==> config.mk <==
export PLATFORM = sky130hd
export DESIGN_NAME = alarme_controlador
export DESIGN_NICKNAME = d
export VERILOG_FILES = /design/src/rtl/alarme_pkg.sv /design/src/rtl/alarme_temporizador.sv /design/src/rtl/alarme_controlador.sv
export SDC_FILE = /design/constraint.sdc
export NUM_CORES = 1
export LEC_CHECK = 0
export BUFFER_PORTS_ARGS = -buffer_cell sky130_fd_sc_hd__buf_2
export CORE_MARGIN = 2
export CORE_UTILIZATION = 40
export DETAILED_ROUTE_END_ITERATION = 6
export PLACE_DENSITY = 0.57
export SLEW_MARGIN = 5
export SYNTH_ARGS = -nofsm -noshare
export SYNTH_HDL_FRONTEND = slang
export SYNTH_SLANG_ARGS = --single-unit
==> constraint.sdc <==
create_clock -name CLK -period 2.2 [get_ports CLK]
set_clock_uncertainty 0.1 [all_clocks]
set_input_delay 0.11 -clock CLK [delete_from_list [all_inputs] [get_ports CLK]]
set_output_delay 0.11 -clock CLK [all_outputs]
set_load 0.01 [all_outputs]
==> src/rtl/alarme_pkg.sv <==
// rtl/alarme_pkg.sv - state encoding and timer width shared by the alarm controller
package alarme_pkg;

    localparam int TIMER_W = 8;

    typedef enum logic [2:0] {
        DESARMADO = 3'd0,
        SAIDA     = 3'd1,
        ARMADO    = 3'd2,
        ENTRADA   = 3'd3,
        DISPARO   = 3'd4
    } estado_t;

endpackage

==> src/rtl/alarme_temporizador.sv <==
// rtl/alarme_temporizador.sv - loadable down-counter with zero flag, holds at zero
module alarme_temporizador
    import alarme_pkg::*;
(
    input  logic               clk,
    input  logic               resetn,
    input  logic               load,
    input  logic [TIMER_W-1:0] valor,
    output logic               zero
);

    logic [TIMER_W-1:0] contagem;

    // load on state entry, otherwise count down and saturate at zero
    always_ff @(posedge clk) begin
        if (!resetn) begin
            contagem <= '0;
        end else if (load) begin
            contagem <= valor;
        end else if (contagem != '0) begin
            contagem <= contagem - 1'b1;
        end
    end

    assign zero = (contagem == '0);

endmodule

==> src/rtl/alarme_controlador.sv <==
// rtl/alarme_controlador.sv - intrusion alarm FSM (optional zone memory: ALARME_MEMORIA_EN)
module alarme_controlador
    import alarme_pkg::*;
#(
    parameter int T_SAIDA   = 16,
    parameter int T_ENTRADA = 16,
    parameter int T_SIRENE  = 64
) (
    input  logic       CLK,
    input  logic       RST_N,
    input  logic       PORTA,
    input  logic       JANELA,
    input  logic       MOVIMENTO,
    input  logic       ARMAR,
    input  logic       DESARMAR,
    output logic       ALARME,
    output logic       ARMADO_LED,
`ifdef ALARME_MEMORIA_EN
    output logic [2:0] ZONA,
`endif
    output logic [2:0] ESTADO
);

    localparam logic [TIMER_W-1:0] CARGA_SAIDA   = TIMER_W'(T_SAIDA - 1);
    localparam logic [TIMER_W-1:0] CARGA_ENTRADA = TIMER_W'(T_ENTRADA - 1);
    localparam logic [TIMER_W-1:0] CARGA_SIRENE  = TIMER_W'(T_SIRENE - 1);

    estado_t            estado;
    estado_t            proximo;
    logic               carga;
    logic [TIMER_W-1:0] valor_carga;
    logic               tempo_zero;

    alarme_temporizador u_temporizador (
        .clk    (CLK),
        .resetn (RST_N),
        .load   (carga),
        .valor  (valor_carga),
        .zero   (tempo_zero)
    );

    // next-state decision; disarm overrides every other condition
    always_comb begin
        proximo = estado;
        if (DESARMAR) begin
            proximo = DESARMADO;
        end else begin
            case (estado)
                DESARMADO: if (ARMAR && !JANELA) proximo = SAIDA;
                SAIDA:     if (tempo_zero) proximo = ARMADO;
                ARMADO: begin
                    if (JANELA || MOVIMENTO) proximo = DISPARO;
                    else if (PORTA)          proximo = ENTRADA;
                end
                ENTRADA:   if (tempo_zero) proximo = DISPARO;
                DISPARO:   if (tempo_zero) proximo = ARMADO;
                default:   proximo = DESARMADO;
            endcase
        end
    end

    // the timer reloads on every state change with the new state's length minus one
    always_comb begin
        carga       = (proximo != estado);
        valor_carga = '0;
        case (proximo)
            SAIDA:   valor_carga = CARGA_SAIDA;
            ENTRADA: valor_carga = CARGA_ENTRADA;
            DISPARO: valor_carga = CARGA_SIRENE;
            default: valor_carga = '0;
        endcase
    end

    // state and all outputs registered from the same next-state value so they never skew
    always_ff @(posedge CLK) begin
        if (!RST_N) begin
            estado     <= DESARMADO;
            ALARME     <= 1'b0;
            ARMADO_LED <= 1'b0;
`ifdef ALARME_MEMORIA_EN
            ZONA       <= 3'b000;
`endif
        end else begin
            estado     <= proximo;
            ALARME     <= (proximo == DISPARO);
            ARMADO_LED <= (proximo != DESARMADO);
`ifdef ALARME_MEMORIA_EN
            if (proximo != estado) begin
                if (proximo == SAIDA)
                    ZONA <= 3'b000;
                else if (proximo == DISPARO || proximo == ENTRADA)
                    ZONA <= {PORTA, JANELA, MOVIMENTO};
            end
`endif
        end
    end

    assign ESTADO = estado;

endmodule

* Yosys cells after proc, flatten, opt, wreduce, memory -nomap -nowiden
Index checks and enable logic that the tools add are counted.
Widths: inputs -> output; s select.
** Storage, ports and cells
- Register bits :: 13
- Input port bits :: 7
- Output and inout port bits :: 5
- Word-level logic and storage cells :: 33
** Operators by class
- Add/sub/neg operators :: 1
- Equality and inequality tests :: 8
- Mux-type cells :: 10
- Reductions and logical operators :: 10
** Operator list (number)
- $mux 3 :: 6
- $mux 8 :: 2
- $pmux 3 s4 :: 1
- $pmux 6 s2 :: 1
- $eq 3x2->1 const B :: 3
- $logic_not 8->1 :: 1
- $reduce_bool 8->1 :: 1
- $sub 8x1->8 const B :: 1
- $eq 3x1->1 const B :: 2
- $eq 3x3->1 const B :: 2
- $reduce_or 2->1 :: 2
- $logic_not 3->1 :: 1
- $ne 3x3->1 :: 1
- $reduce_bool 3->1 :: 1
- $reduce_bool 2->1 :: 1
- $logic_and 1x1->1 :: 1
- $logic_not 1->1 :: 1
- $logic_or 1x1->1 :: 1

* Logic depth before layout (Yosys ltp)
Gate-level depths: netlist of run 1.
- Word-level depth :: 9
- Mapped depth :: 8
- Mapped depth without buffers :: 7

* Cells and area by module
Synthesis of run 1 repeated with hierarchy kept, for this count alone.
** Second synthesis, totals
- Cells, all modules :: 88
- Area, all modules :: 788.3 µm²
** By module, submodules not included
- alarme_temporizador :: instances 1, cells an instance 51, area each 457.9 µm², seq. area each 160.2 µm²
- alarme_controlador :: instances 1, cells an instance 37, area each 330.3 µm², seq. area each 100.1 µm²

* Worst setup path before layout of run 1
OpenSTA, ideal clock, no wires.
- Path kind :: register to register
- From :: reg u_temporizador.contagem[0]
- To :: reg u_temporizador.contagem[2]
- Library setup time :: 0.116 ns
- Arrival time :: 1.709 ns
- Required time :: 1.984 ns
- Slack :: 0.275 ns
- Stages on the path, launching flop included :: 8
- Buffers on the path :: 0
- Period minus slack after synthesis :: 1.925 ns
- Cells stage by stage :: dfxtp_1 inv_1 ha_1 nor3b_2 a31o_2 a31oi_1 a211oi_4 a41o_1
** Between the ends
- Cells in the longest elaborated chain, start to end :: 8
- Elaborated cells on any way between the ends :: 16
- Classes of those cells :: 1 x add/sub; 4 x eq/ne; 7 x mux; 4 x reduce/logical
** Ends and longest elaborated chain
- from (decl) :: line alarme_temporizador.sv:12 : logic [TIMER_W-1:0] contagem;
- from (signal assigned) :: line alarme_temporizador.sv:19 : contagem <= valor;
- from (signal assigned) :: line alarme_temporizador.sv:21 : contagem <= contagem - 1'b1;
- $logic_not 8->1 :: line alarme_temporizador.sv:25 : assign zero = (contagem == '0);
- $mux 3, on equally long branches :: line alarme_controlador.sv:50, alarme_controlador.sv:56, alarme_controlador.sv:55
- $pmux 3 s4 :: line alarme_controlador.sv:48 : case (estado)
- $mux 3 :: line alarme_controlador.sv:45 : if (DESARMAR) begin
- $eq 3x2->1 or $eq 3x1->1 (tied branches) :: line alarme_controlador.sv:66 : case (proximo)
- $reduce_or 2->1 (no line)
- $pmux 6 s2 :: line alarme_controlador.sv:66
- $mux 8 :: line alarme_temporizador.sv:18 : end else if (load) begin
Parallel ways exist; a longest one is shown, timed or not. The select of a mux whose other input is x is not followed.
A chain may end at the register's enable or synchronous reset.

* Worst setup path in the final report of run 1
- From :: reg u_temporizador.contagem[0]
- To :: reg u_temporizador.contagem[3]
Same word-level chain as after synthesis.

==> results.toml, run 1 <==
[run_status]
status = "completed"

[yosys]
ys_warn_count = 0
synthesis.area_um2 = 750.7
synth_edf_count = 0
synth_fp_nets = 93
ys_seq_area_share_pct = 34.67
yosysTopAreaCell = "dfxtp_1"
synth.avg_cell_area_um2 = 8.937
syn_inst = 84
ys.flop_type = "dfxtp_1"
synth_seq_cells = 13
post_synth_num_cell_types = 33
yosysTopAreaCellShare_pct = 34.67
synth_area_leaders = "dfxtp_1 (35%), xnor2_1 (5.8%), nor2_1 (5.0%)"
synthArstFlopShare_pct = 0

[final_layout]
final_nets = 109
fin_cells = 124
diodes = 0
drive_above_1_share_pct = 22.22
area_growth_pct = 16.50
final_common_cell = "dfxtp_1"
fin_area_um2 = 874.6
mostFrequentLayoutCells = "dfxtp_1 (13), buf_2 (11), nor2_1 (10)"

[grt]
track_usage_pct = 15.23
grt_pass1_vias = 556
grt_max_degree = 11
grt_antenna_before_repair = 0
grt_overflow = 0
grt_pass1_wl_um = 2318

[routing]
drtIter0Drc = 20
top_layer = "met4"
met2_length_um = 630
wl_per_cell_um = 11.69
routed_wl_um = 1450
dr_wl_met3_um = 86
viasPerCell = 5.250
vias = 651
drt-pass1-iter-count = 5
antenna_left = 0
wl_met1_um = 720
drcViolationCount = 0

[clock_network]
cts_max_path_buffers = 2
cts-root-buf = "clkbuf_4"
clkTransAtPathRegs_ns = 0.08
numCtsBuffers = 3
cts_setup_buffers = 0
cts.sinks = 13
clock_latency_ns = 0.27
htreeDepth = 1
cts_tree = "yes"

[timing]
fin_crit_sh_pct = 92.52
fmax_ghz = 0.4913
fin_tns_setup_ns = 0
final.min_clock_period_ns = 2.035
setup_viol = 0
hold-worst-slack_ns = 0.03137
final_max_slew_viol_count = 0
relSlewSlack_pct = 72.94
worstMarginPinSlew_ns = 0.4029
rsz0062_at_grt = "no"
finalHoldViolations = 0

[placement]
port_buffers = 11
hpwl_um = 1086
place_area_um2 = 830.8
placed_cells = 119
gp_congestion = 0.7835

[floorplan]
fp.dieW_um = 47.32
rows = 15
ioPinCount = 12
die_h_um = 47.32
dieArea_um2 = 2239
start_util_pct = 43.01
coreArea_um2 = 1745

[critical_path]
crit_required_ns = 2.27
crit_slowest_cell = "o221a_1"
crit_arrival_ns = 2.11
slowest_delay_ns = 0.48
path_class = "reg -> reg"
worstSetupStartpointType = "flip-flop"
crit_family = "compound AO/OA/AOI/OAI gates"
end_kind = "flip-flop"
worst-path-buf-inv = 1
crit_chain = "inv_1 > ha_1 > nor3b_4 > a211oi_1 > o221a_1 > a211oi_4 > a41o_1"
crit_fanout = 9

[flow_run]
maxCapViolCount = 0

[min_path]
hold_class = "in -> reg"

[pwr]
finalPower_uw = 973.9
ir_drop_uv = 582.6
powerDensity_nw_per_um2 = 1114
p_leak_uw = 0.0003702
cells by family (layout without fill, tap and decap cells):
kind of cell | count (synthesis) | in the layout | synth area share (%)
compound gates | 25 | 25 | 27.00
xor+xnor | 7 | 7 | 8.167
fa+ha+maj | 2 | 2 | 3.333
buf+inv | 7 | 22 | 4.833
flops | 13 | 13 | 34.67
simple gates | 30 | 30 | 22.00
registers in the layout, summed over array words and instances, names as in the netlist:
signal,count
ESTADO,3
ALARME,1
u_temporizador.contagem,8
ARMADO_LED,1
layer usage:
| layer | vias up | global-route usage (%) |
|---|---|---|
| met3 | 2 | 6.923 |
| met4 | 0 | 5.000 |
| met2 | 15 | 21.35 |
| li1 | 333 | - |
| met5 | - | 0 |
| met1 | 301 | 20.70 |
power breakdown:
group,leakage (uW),internal [uW],switching [uW]
combinational,0.000246,244,234
clock,0.0000177,67.4,76.5
sequential,0.000106,289,63.5
worst paths after layout:
kind                                                 start                    endpoint  slack [ns]  cells past startpoint
worst max-delay path            u_temporizador.contagem[0]  u_temporizador.contagem[3]        0.16                      7
worst min-delay path                                 RST_N                  ARMADO_LED        0.03                      2
worst max register to register  u_temporizador.contagem[0]  u_temporizador.contagem[3]        0.16                      7
worst min register to register  u_temporizador.contagem[6]  u_temporizador.contagem[6]        0.43                      2
synthesized netlist by cell type (all sizes together) (2+ instances only):
library cell and count:
inv 4, o21ai 2, a31o 4, buf 3, xnor2 5, nand2 9, dfxtp 13, a211o 2
a21oi 5, a41o 2, a211oi 3, nor2 10, xor2 2, ha 2, nand2b 2, o21a 2
nor3 2
what timing repair did:
item / CTS / global route
hold endpoints to repair: 1 / 0
hold buffers: 1 / 0
setup endpoints to repair: 0 / 5
gates resized for setup: 0 / 1
per-stage QoR:
| step | util (%) | setup slack (ns) |
|---|---|---|
| 6_report | 50.11 | 0.1646 |
| 5_1_grt | 50.11 | 0.008124 |
| 4_1_cts | 49.75 | 0.1463 |
| 3_5_place_dp | 47.60 | 0.1648 |
| 3_3_place_gp | 47.60 | 0.2235 |
| 2_1_floorplan | - | 0.2748 |
final cells by class:
type | instances | area, um2
multi-input cells | 64 | 460.4
clock inverters | 1 | 5.005
repair buffers | 14 | 80.08
flip-flops and latches | 13 | 260.3
fillers | 172 | 870.8
well taps | 25 | 31.28
inverters | 4 | 15.01
clock buffers | 3 | 22.52
Note: power is estimated with default switching activity, not from simulation.
==> run 2, diff against run 1 <==
--- a/config.mk
+++ b/config.mk
@@ -5,11 +5,14 @@
 export SDC_FILE = /design/constraint.sdc
 export NUM_CORES = 1
 export LEC_CHECK = 0
+export ABC_AREA = 1
 export BUFFER_PORTS_ARGS = -buffer_cell sky130_fd_sc_hd__buf_2
 export CORE_MARGIN = 2
 export CORE_UTILIZATION = 40
 export DETAILED_ROUTE_END_ITERATION = 6
-export PLACE_DENSITY = 0.57
+export PLACE_DENSITY = 0.56
+export RECOVER_POWER = 50
+export REMOVE_ABC_BUFFERS = 1
 export SLEW_MARGIN = 5
 export SYNTH_ARGS = -nofsm -noshare
 export SYNTH_HDL_FRONTEND = slang
==> run 2 against run 1 <==
  * Combinational power is 53% higher
  * Worst setup slack better by 0.10 ns
  * Design area is 16% higher
  * Sequential share of layout area is 4.2 points lower
  * Hold slack better by 0.13 ns
  * Routed wire length is 30% higher
  * Cell count is 39% higher
  * Die area is 19% higher
  * Clock power is 8% higher
  * Core utilization is 3.2 points lower
  * Largest cell class unchanged
  * Largest power group unchanged
==> results.toml, run 2 <==
[yosys]
yosysTopAreaCellShare_pct = 28.81
synthMuxAreaShare_pct = 0
yosysTopAreaCell = "dfxtp_1"
synth_edf_count = 0
ys.flop_type = "dfxtp_1"
synth_compound_area_share_pct = 4.017
post_synth_num_cell_types = 23
synth_top_family_by_area = "simple AND/OR/NAND/NOR gates"
synth-simple-area-share_pct = 52.35
synth_area_leaders = "dfxtp_1 (29%), nand2_1 (10%), nor2_1 (8.7%)"
synth_commonest_cells = "nand2_1 (25), nor2_1 (21), dfxtp_1 (13)"
synth_seq_cells = 13
synth.avg_cell_area_um2 = 7.058
synth_xor_area_share_pct = 5.817
synth-adder-area-share_pct = 2.770
synthArstFlopShare_pct = 0
ys_seq_area_share_pct = 28.81
syn_inst = 128
ys_warn_count = 0
synthesis.area_um2 = 903.4
synth_most_common_cell = "nand2_1"

[critical_path]
slowest_delay_ns = 0.33
crit_chain = "inv_1 > ha_1 > nand2_2 > inv_1 > nand2_2 > nand2_1 > nand2_2 > nand2_4 > nand2_2 > nand2_4 > nand3_1 > nor2_1 > nor2_1 > nor2_2"
r2r_slack_ns = 0.27
end_kind = "flip-flop"
path_class = "reg -> reg"
reg2reg_depth = 14
crit_required_ns = 2.29
rr_startpoint = "u_temporizador.contagem[0]"
worstSetupStartpointType = "flip-flop"
crit_fanout = 5
crit_arrival_ns = 2.02
r2r_end = "u_temporizador.contagem[0]"
crit_slowest_cell = "dfxtp_1"
crit_top_cell = "nand2_2"

[final_layout]
top_register = "u_temporizador.contagem"
fin_cells = 172
mostFrequentLayoutCells = "nand2_1 (25), nor2_1 (21), dfxtp_1 (13)"
final_nets = 154
diodes = 0
area_growth_pct = 12.74
largest_register_ffs = 8
fin_util_pct = 46.94
fin_area_um2 = 1018
drive_above_1_share_pct = 24.31
final_common_cell = "nand2_1"

[clock_network]
cts.sinks = 13
clock_latency_ns = 0.28
cts_max_path_buffers = 2
numCtsBuffers = 3
cts_tree = "yes"
htreeDepth = 1
cts-root-buf = "clkbuf_4"
clkTransAtPathRegs_ns = 0.09
cts_setup_buffers = 0

[placement]
port_buffers = 11
gp_congestion = 0.8242
placed_cells = 167
hpwl_um = 1473
place_area_um2 = 993.5

[routing]
drtIter0Drc = 15
vias = 815
drt-pass1-iter-count = 4
wl_per_cell_um = 10.97
routed_wl_um = 1886
drcViolationCount = 0
antenna_left = 0
viasPerCell = 4.738

[flow_run]
maxCapViolCount = 0

[timing]
finalHoldViolations = 0
relSlewSlack_pct = 77.09
fmax_ghz = 0.5170
fin_crit_sh_pct = 87.92
final_max_slew_viol_count = 0
final.min_clock_period_ns = 1.934
setup_viol = 0
worstMarginPinSlew_ns = 0.3432
fin_tns_setup_ns = 0
rsz0062_at_grt = "no"

[grt]
grt_antenna_before_repair = 0
grt_pass1_wl_um = 3187
grt_overflow = 0
track_usage_pct = 16.28
grt_max_degree = 10
grt_pass1_vias = 773

[pwr]
powerDensity_nw_per_um2 = 1227
ir_drop_uv = 719.9
p_leak_uw = 0.0004993

[floorplan]
fp.dieW_um = 51.52
die_h_um = 51.52
dieArea_um2 = 2654
start_util_pct = 41.64
rows = 17
coreArea_um2 = 2170
ioPinCount = 12

[min_path]
hp-start = "DESARMAR"
whs_endpoint = "ESTADO[0]"
whs_path_depth = 4
hold_class = "in -> reg"

[run_status]
status = "completed"
-- run 2: cell type report --
class                           instances  area [um2]
Clock buffer                            4       26.28
Fill cell                             243        1151
Inverter                               15       56.30
Multi-Input combinational cell        100       581.8
Sequential cell                        13       260.3
Tap cell                               28       35.03
Timing Repair Buffer                   12       58.81
-- run 2: how the worst max path moves through the flow --
stage	start	endpoint	slack (ns)
6_report	u_temporizador.contagem[0]	u_temporizador.contagem[0]	0.27
5_1_grt	u_temporizador.contagem[0]	u_temporizador.contagem[0]	0.08
2_1_floorplan	u_temporizador.contagem[0]	u_temporizador.contagem[0]	0.47
4_1_cts	u_temporizador.contagem[0]	u_temporizador.contagem[1]	0.26
3_3_place_gp	u_temporizador.contagem[0]	u_temporizador.contagem[1]	0.29
3_5_place_dp	u_temporizador.contagem[0]	u_temporizador.contagem[1]	0.29
-- run 2: repair_timing --
item	4_1_cts	5_1_grt
endpoints found under the hold margin	2	0
hold buffers	1	0
gates resized for setup	0	0
-- run 2: layer usage --
layer  global-route usage [%]  wire length (um)  share of wire [%]
met3                    3.448                38                2.0
met4                    6.579                17               0.90
met1                    21.61               932                 49
met5                        0                 0                  0
met2                    25.64               897                 48
-- run 2: critical path: cells and delay by family, from the launching register on --
family | cells | cell delay (ns)
AND/OR/NAND/NOR | 11 | 1.04
flip-flops | 1 | 0.33
adder cells (fa/ha/maj) | 1 | 0.21
buffers and inverters | 2 | 0.15
-- run 2: cells by family (layout without fill, tap and decap cells) --
logic type | count (synthesis) | count (layout)
simple gates | 85 | 85
buf+inv | 15 | 31
flops | 13 | 13
compound gates | 7 | 7
xor+xnor | 6 | 6
fa+ha+maj | 2 | 2
-- run 2: where the power goes --
part	switching, uW	total [uW]	internal, uW
registers	57.5	364	306
logic	433	731	298
clock network	85.0	155	70.3
total	575	1250	674
-- run 2: through the flow --
step	hold slack, ns	total power [uW]	setup slack [ns]
after floorplan	0.1515	983.1	0.4746
after global placement	0.2914	1100	0.2872
after detailed placement	0.2965	1099	0.2925
after CTS	0.1629	1261	0.2645
after global routing	0.1897	1363	0.07963
final	0.1662	1250	0.2657
